==> src/rtl/uart_pkg.sv <==
// Shared register map, bit positions and helpers for the UART receive-path controller.
package uart_pkg;

   localparam logic [1:0] UART_REG_DATA   = 2'd0;
   localparam logic [1:0] UART_REG_STATUS = 2'd1;
   localparam logic [1:0] UART_REG_CTRL   = 2'd2;
   localparam logic [1:0] UART_REG_COUNT  = 2'd3;

   localparam int unsigned STAT_NOTEMPTY = 0;
   localparam int unsigned STAT_FULL     = 1;
   localparam int unsigned STAT_OVR      = 2;

   localparam int unsigned CTRL_IRQEN = 0;
   localparam int unsigned CTRL_FLUSH = 1;

   // COUNT is an 8-bit register while a 256-deep FIFO can hold 256 entries.
   function automatic logic [7:0] sat_u8(input logic [8:0] value);
      return (value > 9'd255) ? 8'hFF : value[7:0];
   endfunction

endpackage

==> src/rtl/uart_rx_ctrl_if.sv <==
// Receiver strobe/data plus CPU register-bus signals of the UART receive controller.
interface uart_rx_ctrl_if;

   logic       i_rxValid;
   logic [7:0] i_rxData;
   logic       i_sel;
   logic       i_read;
   logic       i_write;
   logic [1:0] i_addr;
   logic [7:0] i_wdata;
   logic [7:0] o_rdata;
   logic       o_irq;

   modport master (
      output i_rxValid,
      output i_rxData,
      output i_sel,
      output i_read,
      output i_write,
      output i_addr,
      output i_wdata,
      input  o_rdata,
      input  o_irq
   );

   modport slave (
      input  i_rxValid,
      input  i_rxData,
      input  i_sel,
      input  i_read,
      input  i_write,
      input  i_addr,
      input  i_wdata,
      output o_rdata,
      output o_irq
   );

endinterface

==> src/rtl/uart_rx_fifo.sv <==
// Single-clock byte FIFO with push, pop and flush; the head is visible combinationally.
module uart_rx_fifo #(
   parameter int unsigned DEPTH = 16
) (
   input  logic                     clk,
   input  logic                     rst_n,
   input  logic                     push,
   input  logic                     pop,
   input  logic                     flush,
   input  logic [7:0]               wdata,
   output logic [7:0]               head,
   output logic [$clog2(DEPTH):0]   count,
   output logic                     full,
   output logic                     empty
);

   localparam int unsigned PTR_W = $clog2(DEPTH);
   localparam logic [PTR_W:0] FULL_CNT = (PTR_W + 1)'(DEPTH);

   logic [7:0]       mem [DEPTH];
   logic [PTR_W-1:0] wr_ptr_q;
   logic [PTR_W-1:0] rd_ptr_q;
   logic [PTR_W:0]   count_q;
   logic             do_push;
   logic             do_pop;

   assign empty = (count_q == '0);
   assign full  = (count_q == FULL_CNT);
   assign count = count_q;
   assign head  = mem[rd_ptr_q];

   // A pop in the same cycle frees the slot, so a push into a full FIFO still lands.
   assign do_pop  = pop & ~empty;
   assign do_push = push & (~full | do_pop);

   always_ff @(posedge clk or negedge rst_n) begin
      if (!rst_n) begin
         wr_ptr_q <= '0;
         rd_ptr_q <= '0;
         count_q  <= '0;
      end else if (flush) begin
         wr_ptr_q <= '0;
         rd_ptr_q <= '0;
         count_q  <= '0;
      end else begin
         if (do_push) begin
            wr_ptr_q <= wr_ptr_q + PTR_W'(1);
         end
         if (do_pop) begin
            rd_ptr_q <= rd_ptr_q + PTR_W'(1);
         end
         if (do_push && !do_pop) begin
            count_q <= count_q + (PTR_W + 1)'(1);
         end else if (do_pop && !do_push) begin
            count_q <= count_q - (PTR_W + 1)'(1);
         end
      end
   end

   always_ff @(posedge clk) begin
      if (do_push && !flush) begin
         mem[wr_ptr_q] <= wdata;
      end
   end

endmodule

==> src/rtl/uart_rx_ctrl.sv <==
// UART receive-path host controller: captures received bytes into a FIFO and exposes
// them through a four-register bus slave with overrun tracking and an interrupt.
module uart_rx_ctrl
   import uart_pkg::*;
#(
   parameter int unsigned DEPTH = 16
) (
   input  logic          i_clk,
   input  logic          i_resetn,
   uart_rx_ctrl_if.slave bus
);

   localparam int unsigned PTR_W = $clog2(DEPTH);

   logic             rx_valid_prev_q;
   logic             ovr_q, ovr_d;
   logic             irq_en_q, irq_en_d;
   logic [7:0]       rdata_q, rdata_d;
   logic             irq_q, irq_d;

   logic             push;
   logic             acc_rd;
   logic             acc_wr;
   logic             data_rd;
   logic             flush;
   logic             ovr_set;
   logic             ovr_clr;

   logic [7:0]       head;
   logic [PTR_W:0]   count;
   logic             full;
   logic             empty;
   logic [7:0]       status;
   logic [7:0]       ctrl;
   logic             unused_wdata;

   assign push    = bus.i_rxValid & ~rx_valid_prev_q;
   assign acc_rd  = bus.i_sel & bus.i_read;
   assign acc_wr  = bus.i_sel & bus.i_write;
   assign data_rd = acc_rd & (bus.i_addr == UART_REG_DATA);
   assign flush   = acc_wr & (bus.i_addr == UART_REG_CTRL) & bus.i_wdata[CTRL_FLUSH];
   assign ovr_clr = acc_wr & (bus.i_addr == UART_REG_STATUS) & bus.i_wdata[STAT_OVR];

   // Drop on full only when no pop frees a slot; a flushed push never counts as overrun.
   assign ovr_set = push & full & ~(data_rd & ~empty) & ~flush;

   assign unused_wdata = ^bus.i_wdata[7:3];

   uart_rx_fifo #(
      .DEPTH(DEPTH)
   ) u_fifo (
      .clk   (i_clk),
      .rst_n (i_resetn),
      .push  (push),
      .pop   (data_rd),
      .flush (flush),
      .wdata (bus.i_rxData),
      .head  (head),
      .count (count),
      .full  (full),
      .empty (empty)
   );

   always_comb begin
      status                = '0;
      status[STAT_NOTEMPTY] = ~empty;
      status[STAT_FULL]     = full;
      status[STAT_OVR]      = ovr_q;
      ctrl                  = '0;
      ctrl[CTRL_IRQEN]      = irq_en_q;
   end

   always_comb begin
      ovr_d = ovr_q;
      if (flush) begin
         ovr_d = 1'b0;
      end else if (ovr_set) begin
         ovr_d = 1'b1;
      end else if (ovr_clr) begin
         ovr_d = 1'b0;
      end
   end

   always_comb begin
      irq_en_d = irq_en_q;
      if (acc_wr && (bus.i_addr == UART_REG_CTRL)) begin
         irq_en_d = bus.i_wdata[CTRL_IRQEN];
      end
   end

   always_comb begin
      rdata_d = rdata_q;
      if (acc_rd) begin
         case (bus.i_addr)
            UART_REG_DATA:   rdata_d = empty ? 8'h00 : head;
            UART_REG_STATUS: rdata_d = status;
            UART_REG_CTRL:   rdata_d = ctrl;
            default:         rdata_d = sat_u8(9'(count));
         endcase
      end
   end

   // Built from the registered state, so irq trails a state change by one cycle.
   assign irq_d = irq_en_q & (~empty | ovr_q);

   always_ff @(posedge i_clk or negedge i_resetn) begin
      if (!i_resetn) begin
         rx_valid_prev_q <= 1'b0;
         ovr_q           <= 1'b0;
         irq_en_q        <= 1'b0;
         rdata_q         <= 8'h00;
         irq_q           <= 1'b0;
      end else begin
         rx_valid_prev_q <= bus.i_rxValid;
         ovr_q           <= ovr_d;
         irq_en_q        <= irq_en_d;
         rdata_q         <= rdata_d;
         irq_q           <= irq_d;
      end
   end

   assign bus.o_rdata = rdata_q;
   assign bus.o_irq   = irq_q;

endmodule

==> src/flat_wrapper.sv <==
// flat-port wrapper written by rule: the top's interface ports become plain ports
module uart_rx_ctrl_flat import uart_pkg::*;
#(
   parameter int unsigned DEPTH = 16
)
  (i_clk, i_resetn, bus_i_rxValid, bus_i_rxData, bus_i_sel, bus_i_read, bus_i_write, bus_i_addr, bus_i_wdata, bus_o_rdata, bus_o_irq);
  uart_rx_ctrl_if bus_i ();
  input  logic i_clk;
  input  logic i_resetn;
  input wire logic [$bits(bus_i.i_rxValid)-1:0] bus_i_rxValid;
  input wire logic [$bits(bus_i.i_rxData)-1:0] bus_i_rxData;
  input wire logic [$bits(bus_i.i_sel)-1:0] bus_i_sel;
  input wire logic [$bits(bus_i.i_read)-1:0] bus_i_read;
  input wire logic [$bits(bus_i.i_write)-1:0] bus_i_write;
  input wire logic [$bits(bus_i.i_addr)-1:0] bus_i_addr;
  input wire logic [$bits(bus_i.i_wdata)-1:0] bus_i_wdata;
  output wire logic [$bits(bus_i.o_rdata)-1:0] bus_o_rdata;
  output wire logic [$bits(bus_i.o_irq)-1:0] bus_o_irq;
  assign bus_i.i_rxValid = bus_i_rxValid;
  assign bus_i.i_rxData = bus_i_rxData;
  assign bus_i.i_sel = bus_i_sel;
  assign bus_i.i_read = bus_i_read;
  assign bus_i.i_write = bus_i_write;
  assign bus_i.i_addr = bus_i_addr;
  assign bus_i.i_wdata = bus_i_wdata;
  assign bus_o_rdata = bus_i.o_rdata;
  assign bus_o_irq = bus_i.o_irq;
  uart_rx_ctrl #(.DEPTH(DEPTH)) u_core (.i_clk(i_clk), .i_resetn(i_resetn), .bus(bus_i));
endmodule
==> config.mk <==
export PLATFORM = sky130hd
export DESIGN_NAME = uart_rx_ctrl_flat
export DESIGN_NICKNAME = d
export VERILOG_FILES = /design/src/rtl/uart_pkg.sv /design/src/rtl/uart_rx_ctrl_if.sv /design/src/rtl/uart_rx_fifo.sv /design/src/rtl/uart_rx_ctrl.sv /design/src/flat_wrapper.sv
export SDC_FILE = /design/constraint.sdc
export NUM_CORES = 1
export LEC_CHECK = 0
export ABC_AREA = 1
export CAP_MARGIN = 20
export CELL_PAD_IN_SITES_DETAIL_PLACEMENT = 0
export CELL_PAD_IN_SITES_GLOBAL_PLACEMENT = 2
export CORE_MARGIN = 5
export CORE_UTILIZATION = 43
export DETAILED_ROUTE_END_ITERATION = 6
export PLACE_DENSITY = 0.84
export SLEW_MARGIN = 10
export SYNTH_ARGS = -nofsm -noshare
export SYNTH_HDL_FRONTEND = slang
export SYNTH_SLANG_ARGS = --single-unit
==> constraint.sdc <==
create_clock -name i_clk -period 7.2 [get_ports i_clk]
set_input_delay 0.72 -clock i_clk [delete_from_list [all_inputs] [get_ports i_clk]]
set_output_delay 0.72 -clock i_clk [all_outputs]
set_load 0.1 [all_outputs]
# After elaboration in Yosys (flattened, before gate mapping)
# Memories as Yosys holds them, arrays and structs flattened.
# Index checks and enable logic that the tools add are counted.
# classes
eq_ne,3
muxes,14
n_bitwise,21
add_sub_neg,4
n_reduce_logical,13
# ops
operator,n
$pmux 8 s3,1
$mux 4,4
$mux 5,3
$and 1x1->1,14
$add 4x1->4 const B,2
$mux 8,1
$reduce_bool 3->1,2
$add 5x1->5 const B,1
$eq 5x5->1 const B,1
$logic_not 5->1,1
$mux 1,5
$not 1->1,5
$sub 5x1->5 const B,1
$logic_and 1x1->1,4
$reduce_bool 2->1,2
$logic_not 1->1,3
$eq 2x1->1 const B,1
$eq 2x2->1 const B,1
$logic_not 2->1,1
$or 1x1->1,2
# word_totals
ramBits,128
mem_count,1
output_inout_bits,9
reg_bits,25
# mem_list
memory,depth,width,read_ports,rd_clocked_by_memory_dff,wr,line_no,source
u_core.u_fifo.mem,16,8,1,0,1,uart_rx_fifo.sv:20,logic [7:0] mem [DEPTH];

# Depth between registers and ports, before layout
# logic_depth
word_depth,10
ltp_mapped,14
depth_no_buf,13

# Cells and area by module
# From an unflattened synthesis, not the netlist that was laid out.
# hier_totals
hier_cells,585
hier_area_um2,6647.6
# by_module_without_submodules
module,n_inst,cells_each,area_per_inst_um2
uart_rx_fifo,1,505,6025.8
uart_rx_ctrl,1,80,621.8

# Worst setup path after synthesis
# No wires, ideal clock.
# synth_timing
path_kind,input -> register
start,in bus_i_addr[0]
end,"reg u_core.u_fifo.count_q[4], in the netlist u_core.u_fifo.count[4]"
setup_slack_ns,4.464
t_arrival_ns,2.610
path_stages,14
cell_sequence,buf_2 -> nor2_2 -> inv_1 -> o211ai_2 -> nand2_1 -> inv_2 -> ha_1 -> inv_1 -> fa_1 -> nand2_1 -> nand2_1 -> a21oi_1 -> xor2_1 -> o22ai_1
# synth_via
elab_chain_cells,8
elab_cells_between_ends,15
cone_classes,1 x eq/ne; 2 x mux; 6 x bitwise; 6 x reduce/logical
# synth_lines
element,line_no,source
"start, declared",flat_wrapper.sv:15,input wire logic [$bits(bus_i.i_addr)-1:0] bus_i_addr;
$logic_not 2->1,uart_rx_ctrl.sv:40,assign data_rd = acc_rd & (bus.i_addr == UART_REG_DATA);
$and 1x1->1,uart_rx_ctrl.sv:40,
$and 1x1->1,uart_rx_fifo.sv:33,assign do_pop = pop & ~empty;
$or 1x1->1,uart_rx_fifo.sv:34,assign do_push = push & (~full | do_pop);
$and 1x1->1,uart_rx_fifo.sv:34,
$logic_and 1x1->1 or $logic_not 1->1 (tied branches),"uart_rx_fifo.sv:52, uart_rx_fifo.sv:54",
$mux 5 or $logic_and 1x1->1 (tied branches),"uart_rx_fifo.sv:52, uart_rx_fifo.sv:54",
$mux 5 or $reduce_bool 3->1 (tied branches),n/a,
"end signal, assigned",uart_rx_fifo.sv:53,count_q <= count_q + (PTR_W + 1)'(1);
"end signal, assigned",uart_rx_fifo.sv:55,count_q <= count_q - (PTR_W + 1)'(1);
"end, declared",uart_rx_fifo.sv:23,logic [PTR_W:0] count_q;
# Several ways; a longest one is shown, not always the timed one.
# A chain may end at the register's enable or synchronous reset.

# Worst setup path in the final report
# layout_timing
start,in bus_i_sel
end,"reg u_core.u_fifo.count_q[4], in the netlist u_core.u_fifo.count[4]"
# layout_via
elab_chain_cells,8
elab_cells_between_ends,15
cone_classes,2 x mux; 8 x bitwise; 5 x reduce/logical
# layout_lines
element,line_no,source
"start, declared",flat_wrapper.sv:12,input wire logic [$bits(bus_i.i_sel)-1:0] bus_i_sel;
$and 1x1->1,uart_rx_ctrl.sv:38,assign acc_rd = bus.i_sel & bus.i_read;
$and 1x1->1,uart_rx_ctrl.sv:40,
$and 1x1->1,uart_rx_fifo.sv:33,
$or 1x1->1,uart_rx_fifo.sv:34,
$and 1x1->1,uart_rx_fifo.sv:34,
$logic_and 1x1->1 or $logic_not 1->1 (tied branches),"uart_rx_fifo.sv:52, uart_rx_fifo.sv:54",
$mux 5 or $logic_and 1x1->1 (tied branches),"uart_rx_fifo.sv:52, uart_rx_fifo.sv:54",
$mux 5 or $reduce_bool 3->1 (tied branches),n/a,
# Several ways; a longest one is shown, not always the timed one.

==> results.tsv <==
stage	metric	value	unit
run_status	outcome	finished, final reports clean	
logic_synthesis	syn-num-nets	669	
drt	vias	4442	
setup_path	path_class	in2reg	
drt	first_iter_violations	358	
logic_synthesis	yosysSeqAreaShare	66.2	%
die	num_rows	45	
die	pin_count	33	
clock_tree	root_buffer	clkbuf_16	
die	die_w	135	um
drt	vias_per_cell	5.05	
global_routing	grt_pass1_wl	22.9	mm
timing	clock.fmax	298	MHz
layout	diodes	0	
logic_synthesis	ys.flop_type	edfxtp_1	
clock_tree	max-clock-path-buffers	2	
logic_synthesis	synth_cells	635	
run	cap_violations	0	
logic_synthesis	avgSynthCellArea	10.6	um2
timing	post-route-period-util	46.6	%
power_and_ir_drop	power.density	359	nW/um2
hold_path	holdPathStages	2	
die	design.core.area	15300	um2
clock_tree	htree_levels	4	
logic_synthesis	synth_edf_count	128	
logic_synthesis	post_synth_num_cell_types	30	
place	placed_area	7170	um2
timing	setup_violations	0	
setup_path	reg2reg_from	u_core.u_fifo.count[1]	
die	fp.dieArea	18300	um2
clock_tree	numCtsBuffers	17	
clock_tree	cts_tree	built	
clock_tree	clock-sinks	153	
hold_path	min_to	u_core.bus.o_rdata[0]	
layout	nNetsFinal	690	
logic_synthesis	yosys_warnings	0	
hold_path	worstHoldStart	u_core.bus.o_rdata[0]	
drt	drc	0	
timing	final_hold_viol_count	0	
logic_synthesis	ys_top_cells_by_count	nand2_1, edfxtp_1, nor2_1	
die	start_util	44.1	%
logic_synthesis	ys_ff_latch	153	
setup_path	cp.arrival	3.65	ns
global_routing	grtUsageTotal	16.7	%
setup_path	reg2reg_to	u_core.u_fifo.count[4]	
clock_tree	cts_hold_buf	0	
clock_tree	cts.clk_slew.worst_paths	0.06	ns
setup_path	critical-path-top-delay-family	buffers and inverters	
global_routing	grt_max_degree	69	
logic_synthesis	synth_top_area_share	57.0	%
timing	timing.hold.ws	0.476	ns
hold_path	hold_class	reg2reg	
drt	wl_per_cell	16.4	um
logic_synthesis	syn_area	6750	um2
setup_path	slowest_delay	0.47	ns
timing	slew_headroom	34.9	%
die	die_h	135	um
timing	worst_pin_slew	0.973	ns
global_routing	grt_pass1_vias	4256	
timing	skew	0.00875	ns
layout	design_area	7740	um2
setup_path	path_cells	clkdlybuf4s50_1, nand2_1, o211ai_2, nand2_1, inv_2, ha_1, inv_1, fa_1, nand2_1, nand2_1, a21oi_1, xor2_1, o22ai_1	
drt	first_pass_iters	5	
global_routing	antenna_found_initial	0	
power_and_ir_drop	leakagePower	3.07	nW
timing	setup_tns	0	ns
setup_path	end_kind	flop	
setup_path	slowest_stage	clkdlybuf4s50_1	
logic_synthesis	yosysMostFrequentCell	nand2_1	
layout	drive_gt1_share	5.98	%
place	dpl.hpwl	9.32	mm
setup_path	critPathRequiredTime	7.49	ns
setup_path	reg2reg_slack	4.46	ns
layout	area_delta_synth_final	14.6	%
drt	routed_wirelength	14.5	mm
drt	ant_nets	0	
setup_path	path_common_cell	nand2_1	
setup_path	r2r.worst_path.cells	13	
power_and_ir_drop	peakVddDrop	0.000182	V
place	gp_congestion	0.734	
logic_synthesis	synth_top_area_cell	edfxtp_1	
global_routing	grt-ovfl-total	0	
setup_path	path_max_fanout	15	
clock_tree	cts_setup_buffers	0	
setup_path	cp_num_buf_inv	3	
clock_tree	clk_latency	0.42	ns
timing	rsz0062_at_grt	false	
place	io_buffers	27	
timing	fin_crit	3.36	ns
clock_tree	cts_resized	0	
logic_synthesis	synth_area_leaders	edfxtp_1, dfrtp_1, nand2_1, nand3_1, nor2_1	
logic_synthesis	async_flop_share	16.3	%
timing	final_max_slew_viol_count	0	
setup_path	start_kind	input pin	
routing by layer:
| layer | GRT usage [%] | vias up | part of all wire [%] |
|---|---|---|---|
| met5 | 0 | - | 0 |
| met4 | 5.99 | 0 | 1.5 |
| met3 | 3.75 | 15 | 3.2 |
| met2 | 26.1 | 80 | 48 |
| met1 | 23.0 | 2148 | 47 |
| li1 | - | 2199 | - |
worst max-delay path by stage:
stage / startpoint / end / slack [ns] / depth (start not counted)
finish: bus_i_sel / u_core.u_fifo.count[4] / 3.84 / 13
global route: bus_i_sel / u_core.u_fifo.count[4] / 3.63 / 13
CTS: bus_i_sel / u_core.u_fifo.count[4] / 3.87 / 13
detailed placement: bus_i_sel / u_core.u_fifo.count[4] / 3.42 / 13
global placement: bus_i_sel / u_core.u_fifo.count[4] / 3.47 / 13
floorplan: bus_i_addr[0] / u_core.u_fifo.count[4] / 4.46 / 14
worst reg2reg max path: cells and delay by family (launching register included):
family,cells,cell delay [ns]
simple gates,6,0.90
buf+inv,2,0.19
xor+xnor,1,0.16
flops,1,0.45
fa+ha+maj,2,0.67
compound gates,2,0.26
cell usage in the layout, fill, tap and decap left out, types with 2 or more instances in the layout:
cell,count
nand4_1,4
clkinv_2,4
xnor2_1,3
nor2_1,80
ha_1,9
o21ai_0,33
o21ai_1,12
a21oi_1,9
xor2_1,5
nor3_1,2
o22ai_1,5
edfxtp_1,128
o211ai_1,18
nand3_1,63
inv_2,4
bufinv_16,2
clkbuf_16,17
clkinv_1,6
nand2_1,135
clkdlybuf4s50_1,27
dfrtp_1,24
clkbuf_1,2
inv_1,62
buf_4,3
where the power goes:
group          switching (mW)  internal [mW]
registers              0.0745           1.04
logic                   0.578          0.257
clock network           0.326          0.499
total                   0.979           1.80
flip-flops by register name (all words and copies together), names as in the netlist:
| register | cells |
|---|---|
| u_core.rx_valid_prev_q | 1 |
| u_core.u_fifo.count | 5 |
| u_core.ovr_q | 1 |
| u_core.irq_en_q | 1 |
| u_core.u_fifo.mem | 128 |
| u_core.bus.o_rdata | 8 |
| u_core.u_fifo.rd_ptr_q | 4 |
| u_core.u_fifo.wr_ptr_q | 4 |
| u_core.bus.o_irq | 1 |
stage by stage:
stage,power [mW],setup WS [ns],cells,utilization [%]
detailed placement,1.97,3.42,847,46.8
global placement,1.95,3.47,846,46.7
finish,2.78,3.84,880,50.5
CTS,2.79,3.87,879,50.4
floorplan,1.75,4.46,635,-
global route,2.93,3.63,880,50.5
final cells by class:
cell class | count | area, um2
Multi-Input combinational cell | 386 | 1870
Sequential cell | 153 | 4470
Clock buffer | 19 | 433
Timing Repair Buffer | 32 | 340
Inverter | 66 | 248
Clock inverter | 13 | 110
Tap cell | 211 | 264
Fill cell | 1399 | 7580
cells by family after synthesis:
kind of cell / share of synthesized area [%]
buffers and inverters: 6.04
flip-flops: 66.2
AO/OA/AOI/OAI: 6.75
adder cells (fa/ha/maj): 1.97
XOR/XNOR: 1.04
AND/OR/NAND/NOR: 18.0
(Power assumes the default switching activity.)
